--- config.mk ---
export PLATFORM = sky130hd
export DESIGN_NAME = imem_loader
export DESIGN_NICKNAME = d
export VERILOG_FILES = /design/src/rtl/imem_loader.sv
export SDC_FILE = /design/constraint.sdc
export NUM_CORES = 1
export LEC_CHECK = 0
export CORE_MARGIN = 8
export CORE_UTILIZATION = 43
export CTS_BUF_LIST = sky130_fd_sc_hd__clkbuf_16
export DETAILED_ROUTE_END_ITERATION = 16
export GPL_TIMING_DRIVEN = 0
export PLACE_DENSITY = 0.77
export SYNTH_ARGS = -nofsm -noshare
export SYNTH_HDL_FRONTEND = slang
export SYNTH_SLANG_ARGS = --single-unit
--- constraint.sdc ---
create_clock -name clk -period 2.1 [get_ports clk]
set_input_delay 0.21 -clock clk [delete_from_list [all_inputs] [get_ports clk]]
set_output_delay 0.21 -clock clk [all_outputs]
set_load 0.01 [all_outputs]
--- src/rtl/imem_loader.sv ---
// Instruction-memory loader: streams a program into IMEM while holding
// the core in reset, then releases it after a short flush window.
module imem_loader #(
    parameter int MAX_WORDS      = 256,
    parameter int RELEASE_CYCLES = 2
) (
    input  logic        clk,
    input  logic        Reset,
    input  logic        start,
    input  logic [8:0]  prog_len,
    input  logic        word_valid,
    input  logic [31:0] word_data,
    output logic        word_ready,
    output logic        WE_mem,
    output logic [31:0] WD_mem,
    output logic [9:0]  mem_addr,
    output logic        Write,
    output logic        core_reset,
    output logic        busy,
    output logic        done,
    output logic        error
);

    typedef enum logic [2:0] {
        IDLE,
        LOAD,
        FLUSH,
        RUN,
        ERR
    } state_t;

    localparam logic [9:0] LEN_MAX    = 10'(MAX_WORDS);
    localparam logic [7:0] FLUSH_LAST = 8'(RELEASE_CYCLES - 1);

    state_t      state;
    state_t      state_nx;
    logic [8:0]  cnt;
    logic [8:0]  len;
    logic [7:0]  fcnt;
    logic        we_q;
    logic [31:0] wd_q;
    logic [9:0]  addr_q;

    logic        can_start;
    logic        len_ok;
    logic        accept;
    logic        xfer;
    logic        last;

    assign can_start = (state == IDLE) || (state == RUN) || (state == ERR);
    assign len_ok    = (prog_len != 9'd0) && ({1'b0, prog_len} <= LEN_MAX);
    assign accept    = start && can_start && len_ok;

    assign word_ready = (state == LOAD) && (cnt < len);
    assign xfer       = word_valid && word_ready;
    assign last       = xfer && (cnt == len - 9'd1);

    always_ff @(posedge clk) begin
        if (Reset) begin
            state <= IDLE;
        end else begin
            state <= state_nx;
        end
    end

    always_comb begin
        state_nx = state;
        unique case (state)
            IDLE, RUN, ERR: begin
                if (start) begin
                    state_nx = len_ok ? LOAD : ERR;
                end
            end
            LOAD: begin
                if (last) begin
                    state_nx = FLUSH;
                end
            end
            FLUSH: begin
                if (fcnt == FLUSH_LAST) begin
                    state_nx = RUN;
                end
            end
            default: state_nx = IDLE;
        endcase
    end

    // The write port is a one-cycle delayed copy of each accepted word.
    always_ff @(posedge clk) begin
        if (Reset) begin
            cnt    <= '0;
            len    <= '0;
            fcnt   <= '0;
            we_q   <= 1'b0;
            wd_q   <= '0;
            addr_q <= '0;
        end else begin
            we_q <= xfer;
            if (xfer) begin
                wd_q   <= word_data;
                addr_q <= {cnt[7:0], 2'b00};
                cnt    <= cnt + 9'd1;
            end
            if (accept) begin
                cnt <= '0;
                len <= prog_len;
            end
            fcnt <= (state == FLUSH) ? fcnt + 8'd1 : 8'd0;
        end
    end

    assign WE_mem     = we_q;
    assign WD_mem     = wd_q;
    assign mem_addr   = addr_q;
    assign Write      = (state != RUN);
    assign core_reset = (state != RUN);
    assign busy       = (state == LOAD) || (state == FLUSH);
    assign done       = (state == RUN);
    assign error      = (state == ERR);

endmodule

==> reports/metrics.yaml <==
synthesis:
  synth_top_area_share: 0.436
  yosysTopAreaCell: "dfxtp_1"
  seq_area_frac_synth: 0.436
  netlist_top_cells_area: "dfxtp_1, nand2_1, a21oi_1"
  synth_ff_type: "dfxtp_1"
  synthDistinctLibCells: 45
  ys_seq_elements: 70
  synth_edf_count: 0
  postSynthAreaPerCell_um2: 8.03
  netlist_area_mm2: 0.00321
  ys_warn_count: 0
  syn-instance-count: 400
  synthArstFlopShare: 0
power_and_ir_drop:
  leakage_nw: 1.79
  peakVddDrop_mv: 0.493
  powerDensity_mw_per_mm2: 648
worst_setup_path:
  arrival_ns: 2.38
  cp_common_cell: "buf_4"
  critical_path_required_ns: 2.29
  cp_cell_sequence: "ha_4, nor2b_2, o31ai_4, a31oi_4, buf_4, buf_6, nor2_4, buf_12, buf_4, a41o_1, a21oi_1"
  critPathLaunchType: "flop"
  crit_buf_inv: 4
  crit_slowest_cell: "dfxtp_4"
  end_kind: "flop"
  critPathKind: "flop to flop"
  cpPeakStageDelay_ns: 0.37
  worstPathMaxFanout: 7
  cp_top_family: "compound AO/OA/AOI/OAI gates"
finish:
  regArea_mm2: 0.00144
  drive_gt1_frac: 0.196
  synthToLayoutAreaGrowth_pct: 56.9
  layoutNonFillerInstCount: 624
  diodes: 0
  n_fill_cell: 556
  nets: 578
  multiInputGateArea_mm2: 0.00188
  fin_util: 0.695
placed_design:
  dpl.cell_count: 591
  globalplace.congestion: 0.827
  port-buffer-count: 91
  dpl_worst_slack_ns: -0.434
  dp_hpwl_mm: 6.37
routing:
  dr.pass1.iters: 5
  avgRoutedWirePerCell_um: 15.9
  route.detailed.vias_per_inst: 5.11
  vias: 3190
  ant_nets: 0
  drc_errors: 0
  first_iter_violations: 94
  wirelength_mm: 9.94
sta:
  worst-slew-pin-transition_ns: 0.597
  drv_slew: 0
  max_freq_ghz: 0.455
  worst_slack_ns: -0.0965
  period_share: 1.05
  finalHoldViolCount: 0
  setup_violations: 26
  skew_ns: 0.00764
  fin_crit_ns: 2.20
  relSlewSlack: 0.602
  rsz0062_at_grt: "yes"
status:
  violations: "setup timing"
  status: "complete, but fails checks"
floorplan:
  row_count: 31
  ios: 94
  die_w_um: 102
  start_util: 0.443
  dieArea_mm2: 0.0105
  die_h_um: 102
  core_mm2: 0.00725
clocking:
  insertion_delay_ns: 0.34
  clkTransAtPathRegs_ns: 0.06
  cts-buffers-inserted: 9
  clockRootBuffer: "clkbuf_16"
  clock_path_buffers: 2
  h-tree-depth: 3
  cts.sinks: 70
  cts_tree: "built"
global_routing:
  grt_pass1_vias: 2991
  grt_max_degree: 14
  grt_pass1_wl_mm: 14.0
  antenna_found_initial: 0
  grt_use_total: 0.171
  overflow: 0
flow_run:
  maxCapViolCount: 0
worst_hold_path:
  hp-class: "input port to flop"
==> cells in the final DEF (no fill, tap or decap), types with 4 or more instances in the layout <==
cell,n
xor2_1,7
inv_1,8
ha_1,7
nand3_1,10
nor3_1,6
a21oi_1,37
nand2_1,91
buf_6,4
xnor2_1,16
nor4_2,5
clkbuf_16,10
clkdlybuf4s50_1,90
o21ai_0,4
dfxtp_2,5
mux2i_1,9
dfxtp_1,57
buf_4,21
a21oi_2,10
nor2_1,32
clkbuf_1,9
ha_4,6
dfxtp_4,8
buf_8,5
==> report_power, final <==
group | switching [mW] | total, mW | internal, mW
registers | 0.0267 | 1.38 | 1.35
logic | 0.232 | 0.497 | 0.265
clock network | 0.591 | 1.39 | 0.799
total | 0.849 | 3.27 | 2.42
==> cell families (layout without fill, tap and decap cells) <==
| logic type | after synthesis | in the layout | synth area share |
|---|---|---|---|
| flip-flops | 70 | 70 | 0.436 |
| adder cells (fa/ha/maj) | 13 | 13 | 0.0506 |
| other | 1 | 2 | 0.00117 |
| buffers and inverters | 38 | 162 | 0.0502 |
| AO/OA/AOI/OAI | 70 | 70 | 0.128 |
| AND/OR/NAND/NOR | 175 | 175 | 0.240 |
| multiplexers | 9 | 9 | 0.0280 |
| XOR/XNOR | 24 | 24 | 0.0654 |
==> tightest hold or removal path, stage by stage <==
cell and delay [ns]:
clkdlybuf4s50_1 0.40, nand2_1 0.06, a21oi_1 0.05
==> stage by stage <==
| step | area [um2] | setup TNS (ns) | hold WS [ns] | total power, mW |
|---|---|---|---|---|
| final | 5040 | -0.458 | 0.421 | 3.27 |
| after global routing | 5040 | -4.35 | 0.437 | 3.39 |
| after CTS | 4690 | -0.0503 | 0.411 | 3.22 |
| after detailed placement | 4280 | -20.84 | 0.446 | 1.79 |
| after global placement | 4280 | -19.09 | 0.440 | 1.78 |
| after floorplan | 3250 | 0 | 0.346 | 1.61 |
==> cells in the mapped netlist (2+ instances only) <==
library cell	instances
nand2_1	93
a21oi_1	47
and3_1	4
nor2_1	33
nor4_1	5
nand4_1	2
a211oi_1	2
nand2b_1	3
nand3_1	10
o211ai_1	2
mux2i_1	9
xnor2_1	16
clkbuf_1	16
nor3b_1	2
o21ai_0	4
nor3_1	7
xor2_1	8
o31ai_1	2
buf_2	6
buf_4	3
a41o_1	2
a31oi_1	3
dfxtp_1	70
ha_1	13
inv_1	13
nor2b_1	4
or3_1	3
==> registers in the layout, indices dropped and copies added, names as in the netlist <==
register	flops
WE_mem	1
len	9
mem_addr	8
state	3
fcnt	8
cnt	9
WD_mem	32
==> cell type report <==
cell class,count,area share
Tap cell,99,0.0246
Clock inverter,7,0.00993
Inverter,13,0.0107
Multi-Input combinational cell,293,0.373
Buffer,22,0.0350
Sequential cell,70,0.285
Timing Repair Buffer,111,0.217
Clock buffer,9,0.0447
==> metal layers <==
metal,share of wire,routed length [um],up-vias,global-route usage
li1,-,-,1577,-
met1,0.40,4000,1499,0.188
met2,0.52,5160,91,0.288
met3,0.053,528,23,0.0470
met4,0.025,245,0,0.102
met5,0,0,-,0
==> path summary, 6_finish.rpt <==
kind	start	end	slack (ns)	cells past startpoint
setup reg to reg	cnt[1]$_SDFFE_PP0P_	state[0]$_SDFFE_PP0P_	-0.1	11
hold / removal	word_data[19]	WD_mem[19]$_SDFFE_PP0P_	0.42	3
setup / recovery	cnt[1]$_SDFFE_PP0P_	state[0]$_SDFFE_PP0P_	-0.1	11
hold reg to reg	WD_mem[29]$_SDFFE_PP0P_	WD_mem[29]$_SDFFE_PP0P_	0.45	2
==> timing repair <==
| action | CTS | global route |
|---|---|---|
| gates cloned | 0 | 2 |
| setup endpoints to repair | 48 | 55 |
| hold buffers | 0 | 0 |
| pin swaps | 6 | 12 |
| endpoints found under the hold margin | 0 | 0 |
| gates resized for setup | 38 | 57 |
| buffers inserted | 5 | 13 |
Note: power is estimated with default switching activity, not from simulation.
